<file path="src/rtl/uo_out_capture_tx.sv">
// Captures each new stable value of the tile's uo_out bus into a small FIFO and
// serialises it on a UART-style tx pin. Define PARITY_EN to add an even-parity bit.
module uo_out_capture_tx #(
    parameter int CLK_DIV       = 16,
    parameter int FIFO_DEPTH    = 4,
    parameter int STABLE_CYCLES = 2
) (
    input  logic                          clk,
    input  logic                          rst,
    input  logic [7:0]                    uo_out,
    input  logic                          clear_ovf,
    output logic                          tx,
    output logic                          busy,
    output logic [$clog2(FIFO_DEPTH):0]   fifo_count,
    output logic                          overflow
);

    localparam int PTR_W = $clog2(FIFO_DEPTH);
    localparam int CNT_W = PTR_W + 1;
    localparam int DIV_W = (CLK_DIV > 1) ? $clog2(CLK_DIV) : 1;
    localparam int STB_W = $clog2(STABLE_CYCLES + 1);

    typedef enum logic [2:0] {
        IDLE,
        START,
        DATA,
        PARITY,
        STOP
    } state_t;

    logic [7:0]       s1_q, s2_q;
    logic [7:0]       cand_q, cand_d;
    logic [7:0]       last_q, last_d;
    logic [STB_W-1:0] stb_q, stb_d;
    logic [STB_W-1:0] run;
    logic             capture;

    logic [7:0]       mem_q [FIFO_DEPTH];
    logic [PTR_W-1:0] wr_ptr_q, rd_ptr_q;
    logic [CNT_W-1:0] count_q, count_d;
    logic             ovf_q, ovf_d;
    logic             full, empty, push, pop;
    logic [7:0]       head;

    state_t           state_q, state_d;
    logic [DIV_W-1:0] div_q, div_d;
    logic [2:0]       bit_q, bit_d;
    logic [7:0]       shift_q, shift_d;
    logic             tx_q, tx_d;
    logic             bit_end;
`ifdef PARITY_EN
    logic             par_q, par_d;
`endif

    // NOTE: clocked state uses non-blocking assignments so every flop samples
    // the pre-edge value of its neighbours regardless of statement order.
    always_ff @(posedge clk or posedge rst) begin
        if (rst) begin
            s1_q   <= '0;
            s2_q   <= '0;
            cand_q <= '0;
            last_q <= '0;
            stb_q  <= '0;
        end else begin
            s1_q   <= uo_out;
            s2_q   <= s1_q;
            cand_q <= cand_d;
            last_q <= last_d;
            stb_q  <= stb_d;
        end
    end

    // The stable count includes the cycle in which the candidate is loaded.
    // NOTE: every signal driven here gets a default first so no path infers a latch.
    always_comb begin
        cand_d  = cand_q;
        stb_d   = stb_q;
        last_d  = last_q;
        capture = 1'b0;
        run     = (s2_q == cand_q) ? stb_q + 1'b1 : STB_W'(1);
        if (s2_q != cand_q) begin
            cand_d = s2_q;
            stb_d  = STB_W'(1);
        end else if (cand_q != last_q) begin
            stb_d = run;
        end
        if ((s2_q != last_q) && (run == STB_W'(STABLE_CYCLES))) begin
            capture = 1'b1;
            last_d  = s2_q;
        end
    end

    assign full  = (count_q == CNT_W'(FIFO_DEPTH));
    assign empty = (count_q == '0);
    assign push  = capture && (!full || pop);
    assign head  = mem_q[rd_ptr_q];

    always_comb begin
        count_d = count_q;
        case ({push, pop})
            2'b10:   count_d = count_q + 1'b1;
            2'b01:   count_d = count_q - 1'b1;
            default: count_d = count_q;
        endcase
        ovf_d = ovf_q;
        if (clear_ovf)
            ovf_d = 1'b0;
        if (capture && full && !pop)
            ovf_d = 1'b1;
    end

    // NOTE: storage has no reset; the pointers and count define what is valid.
    always_ff @(posedge clk) begin
        if (push)
            mem_q[wr_ptr_q] <= s2_q;
    end

    always_ff @(posedge clk or posedge rst) begin
        if (rst) begin
            wr_ptr_q <= '0;
            rd_ptr_q <= '0;
            count_q  <= '0;
            ovf_q    <= 1'b0;
        end else begin
            if (push)
                wr_ptr_q <= wr_ptr_q + 1'b1;
            if (pop)
                rd_ptr_q <= rd_ptr_q + 1'b1;
            count_q <= count_d;
            ovf_q   <= ovf_d;
        end
    end

    always_comb begin
        state_d = state_q;
        div_d   = div_q;
        bit_d   = bit_q;
        shift_d = shift_q;
        pop     = 1'b0;
`ifdef PARITY_EN
        par_d   = par_q;
`endif
        bit_end = (div_q == DIV_W'(CLK_DIV - 1));
        if (state_q != IDLE)
            div_d = bit_end ? '0 : div_q + 1'b1;

        case (state_q)
            IDLE: begin
                if (!empty) begin
                    pop     = 1'b1;
                    shift_d = head;
                    state_d = START;
                    div_d   = '0;
                end
            end
            START: begin
                if (bit_end) begin
                    state_d = DATA;
                    bit_d   = '0;
                end
            end
            DATA: begin
                if (bit_end) begin
                    shift_d = {1'b0, shift_q[7:1]};
                    if (bit_q == 3'd7) begin
`ifdef PARITY_EN
                        state_d = PARITY;
`else
                        state_d = STOP;
`endif
                    end else begin
                        bit_d = bit_q + 1'b1;
                    end
                end
            end
`ifdef PARITY_EN
            PARITY: begin
                if (bit_end)
                    state_d = STOP;
            end
`endif
            STOP: begin
                // Back-to-back frames: reload straight into START with no idle gap.
                if (bit_end) begin
                    if (!empty) begin
                        pop     = 1'b1;
                        shift_d = head;
                        state_d = START;
                    end else begin
                        state_d = IDLE;
                    end
                end
            end
            default: state_d = IDLE;
        endcase

`ifdef PARITY_EN
        if (pop)
            par_d = ^head;
`endif

        case (state_d)
            START:   tx_d = 1'b0;
            DATA:    tx_d = shift_d[0];
`ifdef PARITY_EN
            PARITY:  tx_d = par_d;
`endif
            default: tx_d = 1'b1;
        endcase
    end

    always_ff @(posedge clk or posedge rst) begin
        if (rst) begin
            state_q <= IDLE;
            div_q   <= '0;
            bit_q   <= '0;
            shift_q <= '0;
            tx_q    <= 1'b1;
`ifdef PARITY_EN
            par_q   <= 1'b0;
`endif
        end else begin
            state_q <= state_d;
            div_q   <= div_d;
            bit_q   <= bit_d;
            shift_q <= shift_d;
            tx_q    <= tx_d;
`ifdef PARITY_EN
            par_q   <= par_d;
`endif
        end
    end

    assign tx         = tx_q;
    assign busy       = (state_q != IDLE);
    assign fifo_count = count_q;
    assign overflow   = ovf_q;

endmodule

</file>
<file path="config.mk">
export PLATFORM = sky130hd
export DESIGN_NAME = uo_out_capture_tx
export DESIGN_NICKNAME = d
export VERILOG_FILES = /design/src/rtl/uo_out_capture_tx.sv
export SDC_FILE = /design/constraint.sdc
export NUM_CORES = 1
export LEC_CHECK = 0
export ABC_AREA = 1
export CAP_MARGIN = 20
export CORE_MARGIN = 3
export CORE_UTILIZATION = 60
export DETAILED_ROUTE_END_ITERATION = 10
export PLACE_DENSITY_LB_ADDON = 0.2
export SLEW_MARGIN = 40
export SYNTH_ARGS = -nofsm -noshare
export SYNTH_HDL_FRONTEND = slang
export SYNTH_SLANG_ARGS = --single-unit
</file>
<file path="constraint.sdc">
create_clock -name clk -period 5.15 [get_ports clk]
set_input_delay 1.03 -clock clk [delete_from_list [all_inputs] [get_ports clk]]
set_output_delay 1.03 -clock clk [all_outputs]
set_load 0.05 [all_outputs]
</file>
Word level (Yosys, flattened, before mapping)
Memories as Yosys holds them, arrays and structs flattened. Cells that the tools add are included.

Register bits after elaboration: 61. Memory bits (writable): 32. Input bits: 11. Output and inout bits: 6. Word-level logic and storage cells: 91. Memories: 1.

Memories: mem_q (words 4, width 8, read ports 1, clocked after Yosys merged registers in 0, wr ports 1, line 38) `logic [7:0] mem_q [FIFO_DEPTH];`.

$add $sub $neg: 7. Equality and inequality tests: 19. Mux-type cells: 32. Reduce and logical (&&, ||, !) cells: 17.

Operator list (number): $mux 3 (8); $mux 8 (3); $ne 8x8->1 (3); $pmux 8 s3 (1); $mux 4 (4); $pmux 3 s2 (2); $pmux 3 s4 (1); $eq 3x3->1 const B (3); $eq 8x8->1 (1); $mux 1 (8); $ne 2x2->1 const B (4); $reduce_bool 2->1 (4); $add 2x1->2 const B (3); $add 3x1->3 const B (2); $eq 3x1->1 const B (2); $eq 3x2->1 const B (2); $logic_not 3->1 (2); $mux 2 (3); $reduce_bool 3->1 (2); $add 4x1->4 const B (1); $eq 2x2->1 const B (2); $eq 4x4->1 const B (1); $logic_and 1x1->1 (4); $pmux 1 s2 (2); other kinds (6) (7).

Depth between registers and ports, before layout
Gate-level depths: netlist of run 1.

Depth after elaboration: 8. Mapped depth: 17. Mapped depth without buffers: 17.

Worst setup path after synthesis of run 1
Ideal clock, no wire load.

Path kind: reg2reg. From: register count_q[1], in the netlist fifo_count[1]. To: register count_q[2], in the netlist fifo_count[2]. Setup time: 0.120 ns. Arrival time: 2.032 ns. Required time: 5.030 ns. Path slack: 2.998 ns. Stages on the path, launching flop included: 12. Buffers on the path: 0. Period minus slack after synthesis: 2.152 ns. Path through: dfrtp_1 > nor3_1 > inv_1 > nand2_4 > inv_4 > nand2_4 > inv_1 > fa_1 > nand2_1 > nand2_1 > nand2_1 > nand2_1.

Longest elaborated chain between the ends: 8. Elaborated cells between the ends (all ways): 14. Classes of those cells: 2 x add/sub; 3 x eq/ne; 4 x mux; 5 x reduce/logical.

Ends and longest elaborated chain: from (decl) (line 40) `logic [CNT_W-1:0] count_q, count_d;`; from (signal assigned) (line 129) `count_q <= count_d;`; $logic_not 3->1 (line 94) `assign empty = (count_q == '0);`; $mux 1 (line 149, 185); $mux 1 (line 184) `if (bit_end) begin`; $pmux 1 s2 (line 147) `case (state_q)`; $logic_or 1x1->1 (line 95) `assign push = capture && (!full || pop);`; $logic_and 1x1->1 (line 95); $eq 2x1->1 / $eq 2x2->1 (equally long branches) (line 100) `case ({push, pop})`; $pmux 3 s2 / $reduce_bool 2->1 (equally long branches).

Parallel ways exist; a longest one is shown, timed or not. A chain may end at the register's enable or synchronous reset.

Worst setup path after layout of run 1
From: register state_q[0]. To: output busy.

Longest elaborated chain between the ends: 1.

Ends and longest elaborated chain: from (decl) (line 45) `state_t state_q, state_d;`; from (signal assigned) (line 223) `state_q <= state_d;`; $reduce_bool 3->1 (line 235) `assign busy = (state_q != IDLE);`; to (decl) (line 13) `output logic busy,`.

Every way passes these cells.

==> flow_summary.ini, run 1 <==
[outcome]
status = finished clean

[synthesis]
synth_seq_cells = 93
synth_edf_count = 32
synth_area_mm2 = 0.00412
syn_inst = 394
synthArstFlopShare = 0.656
yosysWarnings = 0
syn_avg_cell_area_um2 = 10.4
yosysUniqueCellTypes = 40
ys_seq_area_frac = 0.605
synth_nets = 413
synth_flop_cell = dfrtp_1

[cts]
holdBufCountCts = 0
postCtsResizedCells = 0
clk_pin_slew_ns = 0.09
htree_levels = 3
clk_latency_ns = 0.35
cts_root_buf = clkbuf_8
numCtsBuffers = 9
cts.sinks = 93
cts_buffer_depth = 2
cts_tree = yes
cts_setup_buffers = 0

[sta]
fin_crit_ns = 2.92
holdWs_ns = 0.353
period_share = 0.568
final-max-slew-violation-count = 0
worst_pin_slew_ns = 0.761
hold_viol_final = 0
fin_ws_ns = 2.23
fin_setup_tns_ns = 0
final-setup-viol-count = 0
skew_ns = 0.00746
max_slew_margin = 0.490
fmax_mhz = 342
rsz0062_at_grt = false

[drt]
first_iter_violations = 146
vias = 2562
drt-vias-per-instance = 5.22
drc = 0
first_pass_iters = 4
wirelength_mm = 6.84
antenna_left = 0
avgRoutedWirePerCell_um = 13.9

[critical_path]
crit_chain = inv_2 > nand2_4 > inv_2 > nand2_4 > clkdlybuf4s50_1
crit_type = reg2out
crit_fanout = 8
required_ns = 4.12
max_stage_delay_ns = 0.81
cp_top_family = buffers and inverters
cp.buffers_inverters = 3
worstSetupStartpointType = flop
arrival_ns = 1.89
endpoint_kind = output pin
crit_slowest_cell = clkdlybuf4s50_1

[placement]
hpwl_mm = 4.71
io_buffer_count = 16
gp_congestion = 0.809
pre_cts_ws_ns = 2.60

[flow_run]
max_cap_violations = 0

[floorplanning]
dieArea_mm2 = 0.00789
io_pins = 17
rows = 29
floorplan.initialDensity = 0.634
core_area_mm2 = 0.00649
floorplan.die.width_um = 88.8
die_y_um = 88.8

[cells_and_area]
area_growth_pct = 10.1
fill_cells = 474
fin_util = 0.698
diodes = 0
drive_gt1_frac = 0.123
nets = 428

[pwr]
p_total_mw = 1.93
ir_worst_vdd_mv = 0.290
p_per_area_mw_per_mm2 = 427
p_leak_nw = 1.95

[global_routing]
grt_pass1_wl_mm = 11.7
antenna_found_initial = 0
globalRouteOverflowTotal = 0
track_usage = 0.200
grt_max_degree = 62
grt_pass1_vias = 2506

[worst_hold_path]
worstHoldPathType = reg2reg
## stage by stage
stage	std cells	cell area [um2]
floorplan	394	4120
detailed placement	474	4320
global placement	474	4320
global route	491	4530
finish	491	4530
CTS	490	4510
## worst paths after layout
kind                               end  slack (ns)  cells past startpoint        from
max                               busy        2.23                      5  state_q[0]
min                            s2_q[6]        0.35                      0     s1_q[6]
max reg2reg                mem_q[0][1]        2.71                      7     s2_q[0]
min reg2reg                    s2_q[6]        0.35                      0     s1_q[6]
max in group asynchronous     stb_q[0]        3.65                      4         rst
min in group asynchronous     div_q[2]        1.01                      3         rst
## flip-flops by register name (all words and copies together) (netlist names)
signal / count
overflow: 1
stb_q: 2
rd_ptr_q: 2
state_q: 3
cand_q: 8
fifo_count: 3
bit_q: 3
s2_q: 8
div_q: 4
mem_q: 32
wr_ptr_q: 2
shift_q: 8
tx: 1
last_q: 8
s1_q: 8
## layout make-up
type | instances | area (um2) | share of cell area
clock buffers | 12 | 145 | 0.0320
clock inverters | 4 | 47.5 | 0.0105
inverters | 55 | 214 | 0.0472
multi-input cells | 232 | 1350 | 0.298
flip-flops and latches | 93 | 2490 | 0.549
well taps | 77 | 96.3 | 0.0213
repair buffers | 18 | 188 | 0.0414
## layer usage
layer  part of all wire  GRT usage
met4              0.017     0.0701
met1               0.47      0.268
met3              0.034     0.0521
met5                  0          0
met2               0.48      0.318
## cells in the mapped netlist, types with 2 or more instances
cell type / instances / area share
a21oi_1: 6 / 0.0073
a22oi_1: 3 / 0.0055
buf_2: 4 / 0.0049
clkbuf_1: 9 / 0.0082
clkinv_1: 2 / 0.0018
dfrtp_1: 60 / 0.36
edfxtp_1: 32 / 0.23
ha_1: 7 / 0.021
inv_1: 46 / 0.042
inv_2: 4 / 0.0036
inv_4: 3 / 0.0046
nand2_1: 82 / 0.075
nand2_2: 2 / 0.0030
nand2_4: 7 / 0.019
nand3_1: 6 / 0.0073
nand3_2: 5 / 0.012
nand4_1: 5 / 0.0076
nor2_1: 37 / 0.034
nor2_2: 2 / 0.0030
nor2_4: 3 / 0.0082
nor3_1: 4 / 0.0049
o211ai_1: 3 / 0.0055
o21ai_0: 24 / 0.029
o21ai_2: 2 / 0.0043
o22ai_1: 2 / 0.0030
o32ai_1: 7 / 0.015
xnor2_1: 5 / 0.011
xor2_1: 10 / 0.021
## power breakdown
group	internal (mW)	switching (mW)
Clock	0.237	0.248
Sequential	0.846	0.103
Combinational	0.182	0.318
## cells in the final DEF, fill, tap and decap left out, drive strengths merged
cell type,synthesis,final
xnor2,5,5
nand2,91,91
inv,53,53
nand4,5,5
xor2,10,10
nor2,43,43
buf,5,2
clkinv,2,4
o32ai,7,7
ha,7,7
o22ai,2,2
o21ai,28,28
bufinv,0,1
a32oi,1,1
a22oi,3,3
o21a,1,1
a21oi,6,6
dfrtp,60,60
fa,1,1
nor3,5,5
clkbuf,9,12
a211oi,1,1
clkinvlp,0,1
a221oi,1,1
dfstp,1,1
clkdlybuf4s50,0,16
o211ai,3,3
nand3,12,12
edfxtp,32,32
## kinds of logic (layout without fill, tap and decap cells)
family / Yosys count / count (layout) / synth area share
AO/OA/AOI/OAI: 53 / 53 / 0.0827
XOR/XNOR: 15 / 15 / 0.0319
adder cells (fa/ha/maj): 8 / 8 / 0.0261
buffers and inverters: 69 / 89 / 0.0678
flip-flops: 93 / 93 / 0.605
AND/OR/NAND/NOR: 156 / 156 / 0.187
Power figures use the tool's default switching activity.
==> inputs of run 2 (changes only) <==
==> constraint.sdc (replaced) <==
create_clock -name clk -period 2.9 [get_ports clk]
set_input_delay 0.58 -clock clk [delete_from_list [all_inputs] [get_ports clk]]
set_output_delay 0.58 -clock clk [all_outputs]
set_load 0.05 [all_outputs]
==> run 2 against run 1 <==
  * Cell count grew 0.20%
  * Register-to-register slack worse by 2.1 ns
  * Clock power grew 70%
  * Flip-flop and latch count unchanged
  * Critical path depth is the same
  * Clock skew increased by 0.0011 ns
  * Wire length decreased by 0.82%
  * Sequential share of layout area up 0.20 points
  * Critical path type unchanged
  * Critical endpoint unchanged
  * Largest cell class unchanged
  * Largest power group unchanged
==> flow_summary.ini, run 2 (same netlist as run 1, synthesis figures left out) <==
[drt]
first_pass_iters = 4
drc = 0
antenna_left = 0
first_iter_violations = 100
avgRoutedWirePerCell_um = 13.8
vias = 2557
wirelength_mm = 6.78
drt-vias-per-instance = 5.20

[flow_run]
max_cap_violations = 0

[critical_path]
reg2reg_from = s2_q[6]
r2r-end = mem_q[0][0]
worstSetupStartpointType = flop
endpoint_kind = output pin
required_ns = 2.32
reg2regPathDepth = 7
crit_fanout = 8
arrival_ns = 1.92
r2r_slack_ns = 0.57
crit_type = reg2out

[pwr]
p_total_mw = 3.37
p_per_area_mw_per_mm2 = 746
ir_worst_vdd_mv = 0.554
p_leak_nw = 1.95

[floorplanning]
floorplan.initialDensity = 0.634
dieArea_mm2 = 0.00789
io_pins = 17
die_y_um = 88.8
rows = 29
floorplan.die.width_um = 88.8
core_area_mm2 = 0.00649

[cts]
holdBufCountCts = 0
clk_latency_ns = 0.36
cts_setup_buffers = 0
cts_tree = yes
numCtsBuffers = 9
cts.sinks = 93
htree_levels = 3
clk_pin_slew_ns = 0.08
cts_buffer_depth = 2
cts_root_buf = clkbuf_8
postCtsResizedCells = 0

[global_routing]
grt_pass1_wl_mm = 11.4
antenna_found_initial = 0
grt_max_degree = 23
globalRouteOverflowTotal = 0
grt_pass1_vias = 2455
track_usage = 0.196

[placement]
gp_congestion = 0.832
hpwl_mm = 4.91
io_buffer_count = 16
place_area_mm2 = 0.00433
pre_cts_ws_ns = 0.561

[cells_and_area]
fill_cells = 469
nets = 429
top_register = mem_q
final_common_cell = nand2_1
regArea_mm2 = 0.00249
multi_input_area_mm2 = 0.00135
drive_gt1_frac = 0.120
area_growth_pct = 9.67
layout_common_cells = 82 x nand2_1, 60 x dfrtp_1, 45 x inv_1, 37 x nor2_1, 32 x edfxtp_1
design_area_mm2 = 0.00451
diodes = 0
largest_reg_flops = 32

[sta]
worst_pin_slew_ns = 0.660
holdWs_ns = 0.350
max_slew_margin = 0.559
fmax_mhz = 400
rsz0062_at_grt = false
hold_viol_final = 0
fin_crit_ns = 2.50
fin_ws_ns = 0.400
period_share = 0.862
skew_ns = 0.00860
final-max-slew-violation-count = 0
final-setup-viol-count = 0
fin_setup_tns_ns = 0

[worst_hold_path]
holdPathStages = 0
worstHoldStart = s1_q[7]
worstHoldPathType = reg2reg
min_to = s2_q[7]

[outcome]
status = finished clean
run 2: cell types whose count changed in the layout (fill, tap and decap cells not counted):
cell	change
clkbuf_8	-1
clkinv_1	+1
buf_12	-1
clkinvlp_4	-1
clkinv_4	+1
buf_4	+2
nor2_1	+1
nor2_2	-1
run 2: layout make-up:
type | instances | share of cell area
multi-input combinational | 232 | 0.299
tap | 77 | 0.0213
clock inverter | 5 | 0.0116
clock buffer | 11 | 0.0291
sequential | 93 | 0.551
timing repair buffer | 19 | 0.0405
inverter | 55 | 0.0474
run 2: how the worst max path moves through the flow:
stage | from | end | slack [ns] | cells past startpoint
2_1_floorplan | fifo_count[1] | fifo_count[2] | 0.75 | 11
3_3_place_gp | s2_q[6] | mem_q[0][6] | 0.59 | 7
3_5_place_dp | s2_q[6] | mem_q[0][6] | 0.56 | 7
4_1_cts | state_q[0] | busy | 0.37 | 5
5_1_grt | state_q[0] | busy | 0.32 | 5
6_report | state_q[0] | busy | 0.40 | 5
run 2: power by group:
| part | total [mW] | leakage (nW) | internal [mW] | switching [mW] |
|---|---|---|---|---|
| Sequential | 1.68 | 1.05 | 1.50 | 0.173 |
| Combinational | 0.868 | 0.810 | 0.320 | 0.548 |
| Clock | 0.824 | 0.0947 | 0.395 | 0.429 |
| Total | 3.37 | 1.95 | 2.22 | 1.15 |
run 2: worst max-delay path, stage by stage, from the launching register on:
cell             delay (ns)
dfrtp_1                0.41
inv_2                  0.07
nand2_4                0.10
inv_2                  0.06
nand2_4                0.10
clkdlybuf4s50_1        0.81
run 2: layer usage:
layer / track usage / vias to the layer above / part of all wire
met1: 0.263 / 1199 / 0.47
met2: 0.307 / 33 / 0.48
li1: - / 1309 / -
met5: 0 / - / 0
met4: 0.0810 / 0 / 0.024
met3: 0.0493 / 16 / 0.027
run 2: through the flow:
| step | cells | util |
|---|---|---|
| global placement | 476 | 0.667 |
| global route | 492 | 0.695 |
| floorplan | 394 | - |
| CTS | 492 | 0.695 |
| detailed placement | 476 | 0.667 |
| finish | 492 | 0.695 |
==> inputs of run 3 (changes only) <==
--- a/config.mk
+++ b/config.mk
@@ -7,10 +7,11 @@
 export LEC_CHECK = 0
 export ABC_AREA = 1
 export CAP_MARGIN = 20
-export CORE_MARGIN = 3
+export CORE_MARGIN = 5
 export CORE_UTILIZATION = 60
 export DETAILED_ROUTE_END_ITERATION = 10
-export PLACE_DENSITY_LB_ADDON = 0.2
+export HOLD_SLACK_MARGIN = 0.12
+export PLACE_DENSITY = 0.88
 export SLEW_MARGIN = 40
 export SYNTH_ARGS = -nofsm -noshare
 export SYNTH_HDL_FRONTEND = slang
==> run 3 against run 2 <==
  * Sequential power about the same
  * Cell count increased by 0.61%
  * Count of clock-buffer cells in the layout decreased by 2
  * Fmax increased by 0.33%
  * Combinational power increased by 2%
  * Largest cell class unchanged
  * Flip-flop and latch count unchanged
  * Clock power increased by 18%
  * Design area increased by 1.3%
  * Wire length increased by 10%
  * Total power increased by 5.0%
  * Register-to-register slack got worse by 0.15 ns
==> flow_summary.ini, run 3 (same netlist as run 1, synthesis figures left out) <==
[drt]
antenna_left = 0
avgRoutedWirePerCell_um = 15.1
drc = 0
drt-vias-per-instance = 5.46
vias = 2703
wirelength_mm = 7.47
first_pass_iters = 4
first_iter_violations = 118

[floorplanning]
floorplan.die.width_um = 92.8
die_y_um = 92.8
rows = 30
core_area_mm2 = 0.00672
io_pins = 17
floorplan.initialDensity = 0.613
dieArea_mm2 = 0.00862

[placement]
place_area_mm2 = 0.00435
place_inst = 479
io_buffer_count = 16
gp_congestion = 0.793
hpwl_mm = 5.23

[cells_and_area]
diodes = 0
layout_common_cells = 82 x nand2_1, 60 x dfrtp_1, 45 x inv_1, 37 x nor2_1, 32 x edfxtp_1
fin_cells = 495
design_area_mm2 = 0.00457
fill_cells = 468
area_growth_pct = 11.1
final_common_cell = nand2_1
drive_gt1_frac = 0.128
nets = 429
top_register = mem_q
largest_reg_flops = 32

[pwr]
combPwrFrac = 0.250
ir_worst_vdd_mv = 0.397
p_total_mw = 3.54
clock_power_share = 0.274
p_per_area_mw_per_mm2 = 773
power.switching_mw = 1.22
p_seq_frac = 0.476
p_sw_frac = 0.344
p_int_mw = 2.32
p_leak_nw = 1.97

[sta]
worst_pin_slew_ns = 0.744
max_slew_margin = 0.502
final-max-slew-violation-count = 0
fmax_mhz = 401
fin_setup_tns_ns = 0
skew_ns = 0.0118
fin_crit_ns = 2.49
rsz0062_at_grt = false
period_share = 0.859
hold_viol_final = 0
final-setup-viol-count = 0

[cts]
htree_levels = 3
cts_root_buf = clkbuf_8
postCtsResizedCells = 0
clk_latency_ns = 0.36
cts.sinks = 93
cts_setup_buffers = 0
cts_tree = yes
clk_pin_slew_ns = 0.09
numCtsBuffers = 9
holdBufCountCts = 0
cts_buffer_depth = 2

[global_routing]
grt_max_degree = 36
track_usage = 0.195
globalRouteOverflowTotal = 0
grt_pass1_wl_mm = 12.9
grt_pass1_vias = 2735
antenna_found_initial = 0

[critical_path]
crit_type = reg2out
endpoint_kind = output pin
crit_slowest_cell = clkdlybuf4s50_1
arrival_ns = 1.91
cp_top_family = buffers and inverters
worstSetupStartpointType = flop
required_ns = 2.32
cp.buffers_inverters = 3
crit_fanout = 8
crit_chain = inv_2 > nand2_4 > inv_2 > nand2_4 > clkdlybuf4s50_1
max_stage_delay_ns = 0.81

[outcome]
status = finished clean

[flow_run]
max_cap_violations = 0

[worst_hold_path]
worstHoldPathType = reg2reg
==> run 3: area by class of cell <==
type                    instances  area (um2)  area share
inverters                      55         214      0.0468
clock inverters                 7         104      0.0227
well taps                      80         100      0.0219
multi-input cells             232        1350       0.295
clock buffers                   9         124      0.0271
flip-flops and latches         93        2490       0.544
repair buffers                 19         195      0.0427
==> run 3: layer usage <==
metal / up-vias / GRT usage / part of all wire
met5: - / 0 / 0
met4: 0 / 0.0769 / 0.019
met3: 11 / 0.0504 / 0.036
met2: 56 / 0.340 / 0.54
met1: 1331 / 0.231 / 0.41
li1: 1305 / - / -
==> run 3: metrics by stage <==
step | hold WS [ns] | worst slack [ns] | utilization
finish | 0.357 | 0.408 | 0.681
global route | 0.375 | 0.219 | 0.681
CTS | 0.360 | 0.380 | 0.681
detailed placement | 0.339 | 0.478 | 0.647
global placement | 0.334 | 0.623 | 0.647
floorplan | 0.331 | 0.748 | -
==> run 3: worst paths after layout <==
path	start	end	slack, ns	cells after the start
hold / removal	s1_q[0]	s2_q[0]	0.36	0
setup / recovery	state_q[0]	busy	0.41	5
hold reg to reg	s1_q[0]	s2_q[0]	0.36	0
setup reg to reg	s2_q[6]	mem_q[2][5]	0.42	7
min in group asynchronous	rst	last_q[2]	0.60	2
max in group asynchronous	rst	tx	1.66	3
==> run 3: worst reg2reg max path, delay by kind of cell (launching register included) <==
family	cells	cell delay, ns
simple gates	6	1.43
flops	1	0.48
xor+xnor	1	0.21
==> run 3: power by group through the flow <==
stage	logic, mW	clock network (mW)	registers (mW)
6_report	0.885	0.971	1.68
3_3_place_gp	0.841	0	1.69
3_5_place_dp	0.883	0	1.71
2_1_floorplan	0.658	0	1.71
4_1_cts	0.892	0.990	1.68
5_1_grt	0.996	1.06	1.71
